[src/rtl/norm_scheduler_if.sv]
// norm_scheduler_if
//   Bundles every non-clock, non-reset signal of norm_scheduler: the raw
//   sensor frame handshake, the normalizer start/data/result path, the window
//   buffer write port and the classifier window handshake. Signal names keep
//   their i_/o_ prefixes as seen from the scheduler.
//   Every frame bus is eight 16-bit two's-complement lanes, with channel 0 in
//   bits [15:0]. Normalized lanes carry 8 fractional bits.
//
//   Modports
//     master : environment side (sensor, normalizer, window buffer, classifier)
//     slave  : scheduler side
interface norm_scheduler_if #(
  parameter int WINDOW = 8
);
  localparam int AW = $clog2(WINDOW);

  logic                  i_valid;
  logic                  o_ready;
  logic [7:0][15:0]      i_data;
  logic                  o_norm_start;
  logic [7:0][15:0]      o_norm_data;
  logic [7:0][15:0]      i_norm_result;
  logic                  i_norm_finished;
  logic                  o_wr_en;
  logic [AW-1:0]         o_wr_addr;
  logic [7:0][15:0]      o_wr_data;
  logic                  o_window_valid;
  logic [AW-1:0]         o_window_head;
  logic                  i_window_ack;
  logic [15:0]           o_frame_cnt;
  logic                  o_timeout_err;

  modport master (
    output i_valid, i_data, i_norm_result, i_norm_finished, i_window_ack,
    input  o_ready, o_norm_start, o_norm_data, o_wr_en, o_wr_addr, o_wr_data,
           o_window_valid, o_window_head, o_frame_cnt, o_timeout_err
  );

  modport slave (
    input  i_valid, i_data, i_norm_result, i_norm_finished, i_window_ack,
    output o_ready, o_norm_start, o_norm_data, o_wr_en, o_wr_addr, o_wr_data,
           o_window_valid, o_window_head, o_frame_cnt, o_timeout_err
  );
endinterface

[src/rtl/norm_scheduler.sv]
// norm_scheduler
//   Sequences raw sensor frames through an external normalizer and writes the
//   normalized frames into a circular window buffer. Once WINDOW frames have
//   been written the window is presented to a classifier; the window slides,
//   so every later write presents it again until acknowledged.
//   A normalization that does not finish within TIMEOUT cycles is dropped and
//   raises a sticky error flag.
//
//   Ports
//     i_clk    : clock, all state changes on the rising edge
//     i_rst_n  : synchronous reset, active HIGH despite the name
//     bus      : norm_scheduler_if.slave (frame handshake, normalizer path,
//                window buffer write port, classifier handshake, status)
module norm_scheduler #(
  parameter int WINDOW  = 8,   // power of two, 2..64
  parameter int TIMEOUT = 15   // 2..255
) (
  input  logic            i_clk,
  input  logic            i_rst_n,
  norm_scheduler_if.slave bus
);

  localparam int            AW         = $clog2(WINDOW);
  localparam int            FW         = AW + 1;
  localparam logic [FW-1:0] FILL_FULL  = FW'(WINDOW);
  localparam logic [7:0]    TIMER_LAST = 8'(TIMEOUT - 1);

  typedef enum logic [2:0] {
    S_IDLE,
    S_START,
    S_WAIT,
    S_WRITE,
    S_HOLD
  } state_t;

  state_t           state;
  logic [7:0][15:0] frame_q;
  logic [7:0][15:0] result_q;
  logic [AW-1:0]    wr_ptr;
  logic [FW-1:0]    fill_cnt;
  logic [FW-1:0]    fill_inc;
  logic [7:0]       timer;
  logic [15:0]      frame_cnt;
  logic             timeout_err;
  logic             norm_start;
  logic             wr_en;
  logic             window_valid;

  // Fill count saturates at WINDOW: once full, every write keeps it full.
  assign fill_inc = (fill_cnt == FILL_FULL) ? fill_cnt : fill_cnt + 1'b1;

  // NOTE: all state lives in this one block and uses non-blocking assignments,
  // so every branch reads the pre-edge values regardless of statement order.
  // NOTE: the reset is sampled on the clock edge (active high); the frame and
  // result registers are reset too so the data outputs read zero after reset.
  always_ff @(posedge i_clk) begin
    if (i_rst_n) begin
      state        <= S_IDLE;
      frame_q      <= '0;
      result_q     <= '0;
      wr_ptr       <= '0;
      fill_cnt     <= '0;
      timer        <= '0;
      frame_cnt    <= '0;
      timeout_err  <= 1'b0;
      norm_start   <= 1'b0;
      wr_en        <= 1'b0;
      window_valid <= 1'b0;
    end else begin
      // Single-cycle strobes: raised only on the transition into their state.
      norm_start <= 1'b0;
      wr_en      <= 1'b0;

      unique case (state)
        S_IDLE: begin
          // o_ready is high whenever IDLE and out of reset, so i_valid alone
          // completes the handshake here.
          if (bus.i_valid) begin
            frame_q    <= bus.i_data;
            norm_start <= 1'b1;
            state      <= S_START;
          end
        end

        S_START: begin
          timer <= '0;
          state <= S_WAIT;
        end

        S_WAIT: begin
          // Finished is tested first so it wins over an expiring timer.
          if (bus.i_norm_finished) begin
            result_q <= bus.i_norm_result;
            wr_en    <= 1'b1;
            state    <= S_WRITE;
          end else if (timer == TIMER_LAST) begin
            timeout_err <= 1'b1;
            state       <= S_IDLE;
          end else begin
            timer <= timer + 8'd1;
          end
        end

        S_WRITE: begin
          // Pointer width is log2(WINDOW), so the increment wraps by itself.
          wr_ptr    <= wr_ptr + 1'b1;
          fill_cnt  <= fill_inc;
          frame_cnt <= frame_cnt + 16'd1;
          if (fill_inc == FILL_FULL) begin
            window_valid <= 1'b1;
            state        <= S_HOLD;
          end else begin
            state <= S_IDLE;
          end
        end

        S_HOLD: begin
          if (bus.i_window_ack) begin
            window_valid <= 1'b0;
            state        <= S_IDLE;
          end
        end

        default: state <= S_IDLE;
      endcase
    end
  end

  // Ready is gated by reset so it stays low in the reset cycle itself.
  assign bus.o_ready        = (state == S_IDLE) && !i_rst_n;
  assign bus.o_norm_start   = norm_start;
  assign bus.o_norm_data    = frame_q;
  assign bus.o_wr_en        = wr_en;
  assign bus.o_wr_addr      = wr_ptr;
  assign bus.o_wr_data      = result_q;
  assign bus.o_window_valid = window_valid;
  // After a write the pointer already names the next slot, i.e. the oldest.
  assign bus.o_window_head  = wr_ptr;
  assign bus.o_frame_cnt    = frame_cnt;
  assign bus.o_timeout_err  = timeout_err;

endmodule

[src/flat_wrapper.sv]
// flat-port wrapper written by rule: the top's interface ports become plain ports
module norm_scheduler_flat 
#(
  parameter int WINDOW  = 8,                         
  parameter int TIMEOUT = 15            
)
  (i_clk, i_rst_n, bus_i_valid, bus_i_data, bus_i_norm_result, bus_i_norm_finished, bus_i_window_ack, bus_o_ready, bus_o_norm_start, bus_o_norm_data, bus_o_wr_en, bus_o_wr_addr, bus_o_wr_data, bus_o_window_valid, bus_o_window_head, bus_o_frame_cnt, bus_o_timeout_err);
  norm_scheduler_if #(.WINDOW(WINDOW)) bus_i ();
  input  logic i_clk;
  input  logic i_rst_n;
  input wire logic [$bits(bus_i.i_valid)-1:0] bus_i_valid;
  input wire logic [$bits(bus_i.i_data)-1:0] bus_i_data;
  input wire logic [$bits(bus_i.i_norm_result)-1:0] bus_i_norm_result;
  input wire logic [$bits(bus_i.i_norm_finished)-1:0] bus_i_norm_finished;
  input wire logic [$bits(bus_i.i_window_ack)-1:0] bus_i_window_ack;
  output wire logic [$bits(bus_i.o_ready)-1:0] bus_o_ready;
  output wire logic [$bits(bus_i.o_norm_start)-1:0] bus_o_norm_start;
  output wire logic [$bits(bus_i.o_norm_data)-1:0] bus_o_norm_data;
  output wire logic [$bits(bus_i.o_wr_en)-1:0] bus_o_wr_en;
  output wire logic [$bits(bus_i.o_wr_addr)-1:0] bus_o_wr_addr;
  output wire logic [$bits(bus_i.o_wr_data)-1:0] bus_o_wr_data;
  output wire logic [$bits(bus_i.o_window_valid)-1:0] bus_o_window_valid;
  output wire logic [$bits(bus_i.o_window_head)-1:0] bus_o_window_head;
  output wire logic [$bits(bus_i.o_frame_cnt)-1:0] bus_o_frame_cnt;
  output wire logic [$bits(bus_i.o_timeout_err)-1:0] bus_o_timeout_err;
  assign bus_i.i_valid = bus_i_valid;
  assign bus_i.i_data = bus_i_data;
  assign bus_i.i_norm_result = bus_i_norm_result;
  assign bus_i.i_norm_finished = bus_i_norm_finished;
  assign bus_i.i_window_ack = bus_i_window_ack;
  assign bus_o_ready = bus_i.o_ready;
  assign bus_o_norm_start = bus_i.o_norm_start;
  assign bus_o_norm_data = bus_i.o_norm_data;
  assign bus_o_wr_en = bus_i.o_wr_en;
  assign bus_o_wr_addr = bus_i.o_wr_addr;
  assign bus_o_wr_data = bus_i.o_wr_data;
  assign bus_o_window_valid = bus_i.o_window_valid;
  assign bus_o_window_head = bus_i.o_window_head;
  assign bus_o_frame_cnt = bus_i.o_frame_cnt;
  assign bus_o_timeout_err = bus_i.o_timeout_err;
  norm_scheduler #(.WINDOW(WINDOW), .TIMEOUT(TIMEOUT)) u_core (.i_clk(i_clk), .i_rst_n(i_rst_n), .bus(bus_i));
endmodule
[config.mk]
export PLATFORM = sky130hd
export DESIGN_NAME = norm_scheduler_flat
export DESIGN_NICKNAME = d
export VERILOG_FILES = /design/src/rtl/norm_scheduler_if.sv /design/src/rtl/norm_scheduler.sv /design/src/flat_wrapper.sv
export SDC_FILE = /design/constraint.sdc
export NUM_CORES = 1
export LEC_CHECK = 0
export CAP_MARGIN = 20
export CORE_AREA = 2 2 214 216
export CTS_CLUSTER_DIAMETER = 80
export DETAILED_ROUTE_END_ITERATION = 10
export DIE_AREA = 0 0 216 218
export GPL_ROUTABILITY_DRIVEN = 0
export GPL_TIMING_DRIVEN = 0
export PLACE_DENSITY = 0.64
export SETUP_SLACK_MARGIN = 0.5
export SLEW_MARGIN = 10
export SYNTH_ARGS = -nofsm -noshare
export SYNTH_HDL_FRONTEND = slang
export SYNTH_SLANG_ARGS = --single-unit
[constraint.sdc]
create_clock -name i_clk -period 1.99 [get_ports i_clk]
set_clock_uncertainty 0.1 [all_clocks]
set_input_delay 0.4975 -clock i_clk [delete_from_list [all_inputs] [get_ports i_clk]]
set_output_delay 0.4975 -clock i_clk [all_outputs]
set_load 0.01 [all_outputs]
==> reports/qor.yml, run 1 <==
place:
  port_buffers: 543
  hpwl_um: 33200
  placed_cells: 2467
die:
  die_width_um: 216
  core_mm2: 0.0449
  start_util: 0.234
  die-area_mm2: 0.0471
  rows: 78
  die_h_um: 218
  boundaryPins: 544
finish:
  final_cell_mix: "462 x nand2_1, 258 x clkdlybuf4s50_1, 186 x a21oi_1"
  layoutNonFillerInstCount: 2604
  fill_cells: 4305
  final-seq-area_mm2: 0.00607
  layout_commonest_cell: "nand2_1"
  drive_gt1_frac: 0.314
  area_delta_synth_final_pct: 91.4
  multi_input_area_mm2: 0.00487
  nNetsFinal: 2242
clock_tree:
  clk_latency_ns: 0.53
  hold_buffers: 0
  path_clk_slew_ns: 0.06
  cts_sinks: 294
  root_buffer: "clkbuf_16"
  cts_buffers: 36
  cts_tree: "yes"
  clock_path_buffers: 3
  h-tree-depth: 2
sta:
  final_max_slew_viol_count: 0
  finalSetupViolCount: 2
  fmax_mhz: 499
  min_period_ns: 2.01
  period_share: 1.01
  timing.final.ws_setup_ns: -0.0157
  hold_violations: 0
  maxSlewHeadroom: 0.533
  rsz0062_at_grt: "yes"
  worst_pin_slew_ns: 0.700
  fin_hold_ws_ns: 0.352
logic_synthesis:
  muxShareOfSynthArea: 0.00203
  synth.area.top_cells: "dfxtp_1 56%, nand2_1 19%, a21oi_1 13%"
  synthAdderAreaFrac: 0.00715
  yosysTopAreaCellShare: 0.561
  synth_top_family_by_area: "simple AND/OR/NAND/NOR gates"
  yosysSeqAreaShare: 0.561
  yosys.area_share.simple: 0.232
  yosysTopAreaCell: "dfxtp_1"
  syn_area_mm2: 0.0105
  synth_compound_gate_area_share: 0.145
  synth_xor_area_frac: 0.0150
  ys_ff_latch: 294
  syn_inst: 1324
  synth.distinct_cells: 44
  synth_edf_count: 0
  yosysWarnings: 0
  async_flop_share: 0
  syn_avg_cell_area_um2: 7.93
  syn_nets: 1591
  synth-main-ff-cell: "dfxtp_1"
setup_path:
  path_max_fanout: 5
  cp_data_required_time_ns: 1.39
  worstPathArrival_ns: 1.41
  start_kind: "flop"
  worstSetupStartpoint: "u_core.state[2]"
  path_class: "reg2out"
  end_kind: "primary output"
  reg2reg_from: "u_core.state[1]"
power:
  ir_drop_v: 0.000723
  power_density_mw_per_mm2: 959
  p_leak_nw: 8.29
  finalPower_w: 0.0192
global_routing:
  grt_usage: 0.174
  grt_start_max_net_pins: 13
  overflow: 0
  grt_pass1_wl_um: 63900
  antenna_found_initial: 3
  first_global_vias: 11200
hold_path:
  hp-start: "u_core.bus.o_norm_data[102]"
  hp-class: "reg2reg"
route:
  antenna_left: 0
  wirelength_um: 46500
  wl_per_cell_um: 17.8
  drc_errors: 0
  vias: 11700
  vias_per_cell: 4.50
  drt_iter0_markers: 533
  drtPass1Iterations: 5
status:
  status: "finished with violations"
  violations: "setup timing"
job:
  drv_cap: 0
==> logic make-up (layout without fill, tap and decap cells) <==
group           Yosys count  after routing
mux                       2              2
buf+inv                 103            781
xor+xnor                 18             18
simple gates            609            609
flops                   294            294
fa+ha+maj                 6              6
other cells               0              2
compound gates          292            292
==> synthesized netlist by cell type, drive strengths merged (4+ instances only) <==
master / n
or3: 4
nor2: 26
nand4: 9
o21ai: 5
clkbuf: 85
buf: 12
nand3: 8
o31ai: 4
nand2: 528
inv: 6
xor2: 11
and3: 6
ha: 6
dfxtp: 294
xnor2: 7
a21oi: 270
==> worst max-delay path, stage by stage, from the launching register on <==
cell	delay, ns
dfxtp_2	0.33
buf_6	0.13
nor4_4	0.25
buf_2	0.18
==> path summary, 6_finish.rpt <==
path / cells after the start / to / slack (ns)
worst max-delay path: 3 / bus_o_ready / -0.02
worst max register to register: 6 / u_core.timer[4] / -0.01
worst min register to register: 2 / u_core.bus.o_norm_data[102] / 0.35
worst min-delay path: 2 / u_core.bus.o_norm_data[102] / 0.35
==> metal layers <==
metal	vias to the layer above	part of all wire	wire [µm]	GRT usage
met5	-	0.00024	11	0
li1	5637	-	-	-
met1	5530	0.40	18400	0.202
met2	466	0.50	23100	0.302
met4	2	0.035	1620	0.0744
met3	94	0.070	3260	0.0477
==> through the flow <==
stage | instance area, µm² | setup WS, ns | setup TNS, ns | util
detailed placement | 16900 | -1.09 | -207.04 | 0.376
global placement | 16900 | -1.02 | -188.59 | 0.376
finish | 20100 | -0.0157 | -0.0247 | 0.447
CTS | 18300 | -0.0522 | -2.82 | 0.407
global route | 20100 | -0.0965 | -0.218 | 0.447
floorplan | 10700 | 0.132 | 0 | -
==> sequential cells by signal, summed over array words and instances, names as in the netlist <==
name / flops
u_core.bus.o_frame_cnt: 16
u_core.bus.o_window_valid: 1
u_core.bus.o_window_head: 3
u_core.timer: 8
u_core.bus.o_wr_data: 128
u_core.state: 3
u_core.bus.o_timeout_err: 1
u_core.bus.o_norm_data: 128
u_core.bus.o_norm_start: 1
u_core.fill_cnt: 4
u_core.bus.o_wr_en: 1
==> report_power, final <==
group | leakage [nW] | total, W | internal, W | switching [W]
combinational | 5.22 | 0.00557 | 0.00291 | 0.00266
sequential | 2.45 | 0.00686 | 0.00651 | 0.000350
clock | 0.611 | 0.00682 | 0.00422 | 0.00260
==> timing repair <==
action	in CTS	in global routing
resized for setup	422	748
setup buffers	15	38
pin swaps	4	42
cloned	1	16
setup endpoints to repair	574	573
==> area by class of cell <==
cell class / instances / area share
Multi-Input combinational cell: 927 / 0.243
Inverter: 6 / 0.00112
Timing Repair Buffer: 613 / 0.310
Antenna cell: 2 / 0.000249
Clock inverter: 14 / 0.00966
Buffer: 97 / 0.0442
Sequential cell: 294 / 0.302
Clock buffer: 51 / 0.0522
Tap cell: 600 / 0.0374
Power figures use the tool's default switching activity.
==> run 2, diff against run 1 <==
--- a/config.mk
+++ b/config.mk
@@ -8,4 +8,5 @@
 export CAP_MARGIN = 20
 export CORE_AREA = 2 2 214 216
+export CTS_BUF_LIST = sky130_fd_sc_hd__clkbuf_4
 export CTS_CLUSTER_DIAMETER = 80
 export DETAILED_ROUTE_END_ITERATION = 10
==> constraint.sdc (replaced) <==
create_clock -name i_clk -period 1.99 [get_ports i_clk]
set_clock_uncertainty 0.1 [all_clocks]
set_input_delay 0.2985 -clock i_clk [delete_from_list [all_inputs] [get_ports i_clk]]
set_output_delay 0.2985 -clock i_clk [all_outputs]
set_load 0.01 [all_outputs]
==> run 2 against run 1 <==
The flow still finishes with violations (setup timing). Sequential share of layout area down 1.3 points. Total power decreased by 7.3%. Register-to-register slack got worse by 0.05 ns. Non-clock buffer count increased by 215. Combinational power shrank 17%. Core utilization up 2.3 points. Critical path depth increased by 2. Highest routed layer is now met4. Sequential power rose by 1%. Via count grew 9.1%. Routed wire length increased by 3.2%. Cell count grew 11%.
==> reports/qor.yml, run 2 (synthesized netlist as in run 1, its figures left out) <==
status:
  status: "finished with violations"
  violations: "setup timing"
finish:
  drive_gt1_frac: 0.263
  final_util: 0.471
  layoutNonFillerInstCount: 2903
  area_delta_synth_final_pct: 101
  nNetsFinal: 2504
  layout_commonest_cell: "nand2_1"
  final_cell_mix: "528 x nand2_1, 300 x clkdlybuf4s50_1, 270 x a21oi_1"
  fill_cells: 4148
sta:
  rsz0062_at_grt: "yes"
  finalSetupViolCount: 45
  timing.final.ws_setup_ns: -0.158
  worst_pin_slew_ns: 0.899
  maxSlewHeadroom: 0.401
  min_period_ns: 2.15
  hold_violations: 0
  fin_hold_ws_ns: 0.141
  final_max_slew_viol_count: 0
  period_share: 1.08
  fmax_mhz: 466
setup_path:
  path_cells: "clkdlybuf4s50_1 > buf_2 > clkbuf_4 > nor4_4 > buf_4"
  cp_slowest_stage_delay_ns: 0.49
  end_kind: "primary output"
  cp_data_required_time_ns: 1.59
  path_delay_family: "buffers and inverters"
  path_buf_inv: 4
  start_kind: "primary input"
  path_max_fanout: 10
  slowest_stage: "clkdlybuf4s50_1"
  worstPathArrival_ns: 1.75
  path_class: "in2out"
die:
  die_width_um: 216
  start_util: 0.234
  die-area_mm2: 0.0471
  die_h_um: 218
  core_mm2: 0.0449
  boundaryPins: 544
  rows: 78
global_routing:
  antenna_found_initial: 3
  grt_start_max_net_pins: 13
  first_global_vias: 13100
  grt_pass1_wl_um: 70600
  overflow: 0
  grt_usage: 0.192
clock_tree:
  cts_sinks: 294
  cts_tree: "yes"
  h-tree-depth: 3
  clk_latency_ns: 0.82
  path_clk_slew_ns: 0.06
  root_buffer: "clkbuf_4"
  cts_buffers: 83
  clock_path_buffers: 3
route:
  wl_per_cell_um: 16.5
  drt_iter0_markers: 513
  drc_errors: 0
  drtPass1Iterations: 5
  wirelength_um: 47900
  vias_per_cell: 4.41
  antenna_left: 0
  vias: 12800
power:
  ir_drop_v: 0.000666
  power_density_mw_per_mm2: 844
  p_leak_nw: 8.48
job:
  drv_cap: 0
place:
  hpwl_um: 32700
  port_buffers: 543
  placed_cells: 2467
hold_path:
  hp-class: "in2reg"
## run 2: cell count changes in the layout (fill, tap and decap cells not counted), moves of 18 or more
cell and change:
dfxtp_2 +52, a21oi_1 +84, clkbuf_1 +21, nand2_1 +66, buf_6 +43, clkdlybuf4s50_1 +42
dfxtp_1 -48, a21oi_2 -84, nand2_2 -58, buf_8 -18, clkbuf_16 -53, dlygate4sd2_1 -128
dlygate4sd3_1 +256, clkbuf_4 +112
## run 2: worst reg2reg max path: cells and delay by family, from the launching register on
family                 cells  cell delay [ns]
AO/OA/AOI/OAI              1             0.19
flip-flops                 1             0.34
buffers and inverters      2             0.62
AND/OR/NAND/NOR            3             0.71
## run 2: report_power, final
group | internal (W) | switching, W | total (W)
combinational | 0.00233 | 0.00231 | 0.00464
sequential | 0.00653 | 0.000401 | 0.00693
clock | 0.00356 | 0.00270 | 0.00626
## run 2: layer usage
metal,vias up,global-route usage,wire [µm]
met5,-,0,0
met4,0,0.0897,1680
met3,129,0.0583,3130
met2,478,0.335,24000
met1,5991,0.215,19100
li1,6204,-,-
## run 2: final timing paths
path,start,end,slack (ns),cells after the start
setup / recovery,i_rst_n,bus_o_ready,-0.16,5
hold / removal,bus_i_window_ack,u_core.bus.o_window_valid,0.14,4
hold reg to reg,u_core.bus.o_norm_data[48],u_core.bus.o_norm_data[48],0.35,2
setup reg to reg,u_core.state[2],u_core.bus.o_norm_data[39],-0.06,6
## run 2: final cells by class
type | instances | area [µm²] | share of cell area
Antenna cell | 6 | 15.0 | 0.000711
Buffer | 97 | 512 | 0.0242
Clock buffer | 121 | 908 | 0.0430
Clock inverter | 24 | 258 | 0.0122
Inverter | 6 | 22.5 | 0.00107
Multi-Input combinational cell | 927 | 4270 | 0.202
Sequential cell | 294 | 6120 | 0.290
Tap cell | 600 | 751 | 0.0355
Timing Repair Buffer | 828 | 8270 | 0.391
## run 2: through the flow
stage,setup slack (ns),setup TNS (ns),power [W],instance area (µm²)
after detailed placement,-1.47,-251.87,0.0109,16800
final,-0.158,-2.68,0.0178,21100
after global placement,-1.45,-244.49,0.0109,16800
after floorplan,0.282,0,0.00858,10600
after CTS,-0.247,-56.31,0.0178,20700
after global routing,-0.261,-20.46,0.0187,21100
## run 2: timing repair
item | CTS | global route
pin swaps | 3 | 0
buffers inserted | 10 | 19
hold endpoints to repair | 256 | 0
setup endpoints to repair | 575 | 572
hold buffers | 256 | 0
gates cloned | 0 | 0
resized for setup | 259 | 815
==> run 3, diff against run 2 <==
SKIP_LAST_GASP = 1   (was unset)
==> run 3 against run 2 <==
The run still ends with setup timing left. Sequential share of layout area fell by 0.052 points. Sequential cell count is the same. Register-to-register slack worse by 0.02 ns. Total power grew 0.97%. Cell count increased by 0.34%. Combinational power increased by 3%. Critical path depth stayed put. Clock power is essentially flat. Count of clock-buffer cells in the layout unchanged.
==> reports/qor.yml, run 3 (synthesized netlist as in run 1, its figures left out) <==
power:
  p_leak_nw: 8.70
  power_switching_w: 0.00545
  p_int_w: 0.0126
  power_density_mw_per_mm2: 839
  switching_share: 0.303
  comb_power_share: 0.264
  clkPwrFrac: 0.348
  power_frac_seq: 0.388
  ir_drop_v: 0.000662
clock_tree:
  h-tree-depth: 3
  cts_sinks: 294
  clock_path_buffers: 3
  path_clk_slew_ns: 0.06
  cts_tree: "yes"
  clk_latency_ns: 0.81
  root_buffer: "clkbuf_4"
  cts_buffers: 83
setup_path:
  cp_data_required_time_ns: 1.59
  path_class: "in2out"
  path_max_fanout: 10
  end_kind: "primary output"
  slowest_stage: "clkdlybuf4s50_1"
  cp_slowest_stage_delay_ns: 0.49
  path_delay_family: "buffers and inverters"
  start_kind: "primary input"
  worstPathArrival_ns: 1.74
  path_buf_inv: 4
  path_cells: "clkdlybuf4s50_1 > buf_2 > clkbuf_4 > nor4_4 > buf_4"
finish:
  layout_commonest_cell: "nand2_1"
  fill_cells: 4089
  final_util: 0.478
  area_delta_synth_final_pct: 105
  nNetsFinal: 2512
  drive_gt1_frac: 0.307
  final_cell_mix: "528 x nand2_1, 270 x a21oi_1, 268 x clkdlybuf4s50_1"
route:
  wl_per_cell_um: 16.7
  wirelength_um: 48600
  drt_iter0_markers: 516
  antenna_left: 0
  vias: 12900
  vias_per_cell: 4.43
  drtPass1Iterations: 7
  drc_errors: 0
global_routing:
  first_global_vias: 13100
  antenna_found_initial: 3
  overflow: 0
  grt_use_met3: 0.0584
  grt_pass1_wl_um: 70500
  met1_usage: 0.215
  gr-usage-met2: 0.335
  grt_start_max_net_pins: 13
  globalRoute.busiestLayer: "met2"
  grt_usage: 0.192
sta:
  finalSetupViolCount: 15
  maxSlewHeadroom: 0.423
  final_max_slew_viol_count: 0
  timing.final.ws_setup_ns: -0.150
  fin_hold_ws_ns: 0.151
  fmax_mhz: 467
  worst_pin_slew_ns: 0.865
  period_share: 1.08
  rsz0062_at_grt: "yes"
  hold_violations: 0
  min_period_ns: 2.14
die:
  start_util: 0.234
  rows: 78
  boundaryPins: 544
  die-area_mm2: 0.0471
  die_width_um: 216
  die_h_um: 218
  core_mm2: 0.0449
job:
  drv_cap: 0
place:
  hpwl_um: 32700
  pre_cts_ws_ns: -1.47
  port_buffers: 543
status:
  status: "finished with violations"
  violations: "setup timing"
hold_path:
  hp-class: "in2reg"
-- run 3: path summary, 6_finish.rpt --
kind,start,to,slack [ns],cells after the start
worst max-delay path,i_rst_n,bus_o_ready,-0.15,5
worst max register to register,u_core.state[2],u_core.bus.o_norm_data[39],-0.08,6
worst min-delay path,bus_i_window_ack,u_core.bus.o_window_valid,0.15,4
worst min register to register,u_core.bus.o_norm_data[5],u_core.bus.o_norm_data[5],0.35,2
-- run 3: cell type report --
cell class                 count  area, µm²  share of cell area
antenna                        8       20.0            0.000933
multi-input combinational    927       4270               0.199
timing repair buffer         836       8510               0.397
clock buffer                 121        908              0.0423
sequential                   294       6210               0.289
clock inverter                24        258              0.0120
buffer                        97        512              0.0238
tap                          600        751              0.0350
inverter                       6       22.5             0.00105
-- run 3: worst min-delay path, delay by kind of cell --
kind,cells,cell delay [ns]
AND/OR/NAND/NOR,1,0.10
buffers and inverters,1,0.41
AO/OA/AOI/OAI,2,0.19
-- run 3: power groups by stage --
stage	clock network (W)	registers (W)	logic, W
floorplan	0	0.00712	0.00146
global placement	0	0.00688	0.00399
detailed placement	0	0.00691	0.00403
CTS	0.00644	0.00678	0.00455
global route	0.00676	0.00704	0.00512
finish	0.00626	0.00699	0.00476
-- run 3: what timing repair did --
item,4_1_cts,5_1_grt
pin swaps,3,0
setup buffers,10,27
setup endpoints to repair,575,572
gates resized for setup,92,1177
hold buffers,256,0
hold endpoints to repair,256,0
-- run 3: per-stage QoR --
step / instances / setup TNS [ns] / total power, W / instance area (µm²)
after floorplan: 1324 / 0 / 0.00858 / 10600
after global placement: 2467 / -244.49 / 0.0109 / 16800
after detailed placement: 2467 / -251.87 / 0.0109 / 16800
after CTS: 2878 / -63.90 / 0.0178 / 20700
after global routing: 2912 / -15.48 / 0.0189 / 21500
final: 2913 / -0.701 / 0.0180 / 21500
-- run 3: layer usage --
layer  wire (µm)  share of wire  vias up
met5           0              0        -
met4        1720          0.036        0
met3        3530          0.073      140
met2       24400           0.50      530
met1       18900           0.39     6009
li1            -              -     6216
==> patch (settings of run 2) <==
`WINDOW` is set to 8 in 3 places; all go to 16.
--- a/src/rtl/norm_scheduler_if.sv
+++ b/src/rtl/norm_scheduler_if.sv
@@ -10,7 +10,7 @@
 //     master : environment side (sensor, normalizer, window buffer, classifier)
 //     slave  : scheduler side
 interface norm_scheduler_if #(
-  parameter int WINDOW = 8
+  parameter int WINDOW = 16
 );
   localparam int AW = $clog2(WINDOW);
 
--- a/src/rtl/norm_scheduler.sv
+++ b/src/rtl/norm_scheduler.sv
@@ -12,7 +12,7 @@
 //     bus      : norm_scheduler_if.slave (frame handshake, normalizer path,
 //                window buffer write port, classifier handshake, status)
 module norm_scheduler #(
-  parameter int WINDOW  = 8,   // power of two, 2..64
+  parameter int WINDOW  = 16,   // power of two, 2..64
   parameter int TIMEOUT = 15   // 2..255
 ) (
   input  logic            i_clk,
--- a/src/flat_wrapper.sv
+++ b/src/flat_wrapper.sv
@@ -1,7 +1,7 @@
 // flat-port wrapper written by rule: the top's interface ports become plain ports
 module norm_scheduler_flat 
 #(
-  parameter int WINDOW  = 8,                         
+  parameter int WINDOW  = 16,                         
   parameter int TIMEOUT = 15            
 )
   (i_clk, i_rst_n, bus_i_valid, bus_i_data, bus_i_norm_result, bus_i_norm_finished, bus_i_window_ack, bus_o_ready, bus_o_norm_start, bus_o_norm_data, bus_o_wr_en, bus_o_wr_addr, bus_o_wr_data, bus_o_window_valid, bus_o_window_head, bus_o_frame_cnt, bus_o_timeout_err);
Ports: changed (resized bus_o_window_head and bus_o_wr_addr); port bits go from 544 to 546. No check against the original RTL was run, so the function may have changed too.
==> patch against run 2 <==
  * The flow finishes with violations (hold timing, setup timing)
  * Combinational power shrank 39%
  * Routed wire length rose by 4.3%
  * Core utilization grew 2.3 points
  * Design area up 4.9%
  * Synthesized area is 2.2% higher
  * Global-route usage increased by 1.2 points
  * Power shrank 15%
  * Count of clock-buffer cells in the layout increased by 7
  * Die area is the same
  * Sequential cell count is 2 higher
  * Worst setup slack improved by 0.019 ns
  * Critical endpoint unchanged
==> patch: results (changes against run 2) <==
outcome:
  status: "finished with violations"
  violations: "hold timing, setup timing"
drt:
  drt_iter0_markers: 672  # +31%
  wl_met3_um: 3900  # +25%
  drt-total-wl_um: 50000  # +4.3%
  via_count: 13200  # +2.8%
  top_layer: "met5"
  wl_per_cell_um: 17.0  # +2.9%
  wl_met1_um: 18900  # -0.98%
  wl_met2_um: 25200  # +4.7%
worst_setup_path:
  timing.rr.end: "u_core.timer[7]"
  r2r-start: "u_core.state[0]"
  path_max_fanout: 3  # -7
  slowest_delay_ns: 0.31  # -0.18 ns
  critPathSlowestCell: "dfxtp_2"
  crit_family: "buffers and inverters"
  cp.arrival_ns: 1.73  # -0.02 ns
placed_design:
  hpwlAfterDp_um: 33000  # +0.84%
  dp_cells: 2494  # +1.1%
  place_ws_ns: -0.698  # +0.771 ns
  io_buffers: 544  # +0.18%
global_routing:
  grt_pass1_wl_um: 74900  # +6.1%
  grt_max_degree: 12  # -1
  met2_usage_pct: 36.0  # +2.6 points
  met1_usage_pct: 21.7  # +0.15 points
  grt_pass1_vias: 13800  # +5.4%
  grt_usage_pct: 20.4  # +1.2 points
  use_met3_pct: 6.46  # +0.63 points
  antenna_found_initial: 5  # +2
cts:
  clockBufferDepth: 3  # unchanged
  clock_latency_ns: 0.80  # -0.02 ns
  cts_buffers: 86  # +3.6%
yosys:
  synth.distinct_cells: 46  # +4.5%
  syn_inst: 1350  # +2.0%
  yosysWarnings: 0  # unchanged
  synth_area_leaders: "dfxtp_1 (55%), nand2_1 (19%), a21oi_1 (13%)"
  yosysSeqAreaShare_pct: 55.3  # -0.82 points
  syn_nets: 1617  # +1.6%
  ys_top_cells_by_count: "nand2_1 (529), dfxtp_1 (296), a21oi_1 (270)"
timing:
  tns_ns: -0.315  # +2.37 ns
  finalWorstSetupSlack_ns: -0.139  # +0.0189 ns
  holdWs_ns: -0.0410  # -0.182 ns
  relSlewSlack_pct: 50.2  # +10 points
  finalHoldViolations: 3  # +3
  finalSetupViolCount: 6  # -87%
pwr:
  power_leakage_nw: 8.91  # +5.1%
  swShare_pct: 27.0  # -3.4 points
  ir_drop_mv: 0.623  # -6.4%
final_layout:
  drive_gt1_share_pct: 37.1  # +11 points
  fin_nets: 2551  # +1.9%
worst_hold_path:
  min_path_type: "in2reg"
  hp-start: "i_rst_n"
  hold_path_depth: 3  # -1
patch: power groups by stage:
stage / registers, W / clock network [W] / logic, W
2_1_floorplan: 0.00657 / 0 / 0.000749
3_3_place_gp: 0.00645 / 0 / 0.00222
3_5_place_dp: 0.00647 / 0 / 0.00224
4_1_cts: 0.00642 / 0.00598 / 0.00279
5_1_grt: 0.00646 / 0.00634 / 0.00302
6_report: 0.00643 / 0.00583 / 0.00284
patch: stage by stage:
stage,util (%),instance area [µm²]
4_1_cts,49.1,22000
6_report,49.4,22200
3_5_place_dp,38.4,17200
5_1_grt,49.4,22200
2_1_floorplan,-,11000
3_3_place_gp,38.4,17200
patch: worst max path at each step:
stage / startpoint / end / slack [ns] / cells after the start
finish: u_core.state[2] / bus_o_ready / -0.14 / 4
global route: u_core.state[1] / bus_o_ready / -0.28 / 3
CTS: u_core.state[0] / bus_o_ready / -0.28 / 4
detailed placement: i_rst_n / u_core.bus.o_norm_data[63] / -0.70 / 5
global placement: i_rst_n / u_core.bus.o_norm_data[79] / -0.74 / 5
floorplan: u_core.timer[0] / u_core.timer[7] / -0.04 / 7
patch: cell type report:
class	instances	area, µm²
fill	3969	22700
antenna	3	7.51
clock buffer	128	961
timing repair buffer	846	8730
clock inverter	15	110
multi-input combinational	943	4470
sequential	296	6330
buffer	101	762
inverter	10	37.5
tap	600	751
patch: repair_timing:
item,4_1_cts,5_1_grt
hold endpoints to repair,267,4
hold buffers,257,1
endpoints found under the setup margin,575,581
cloned,0,0
pin swaps,15,9
gates resized for setup,1799,33
setup buffers,37,7
patch: cell families after synthesis:
family          count (synthesis)  share of synthesized area (%)
buf+inv                       111                           4.27
compound gates                292                           14.1
fa+ha+maj                       6                          0.700
xor+xnor                       18                           1.47
flops                         296                           55.3
mux                             8                          0.817
simple gates                  619                           23.3
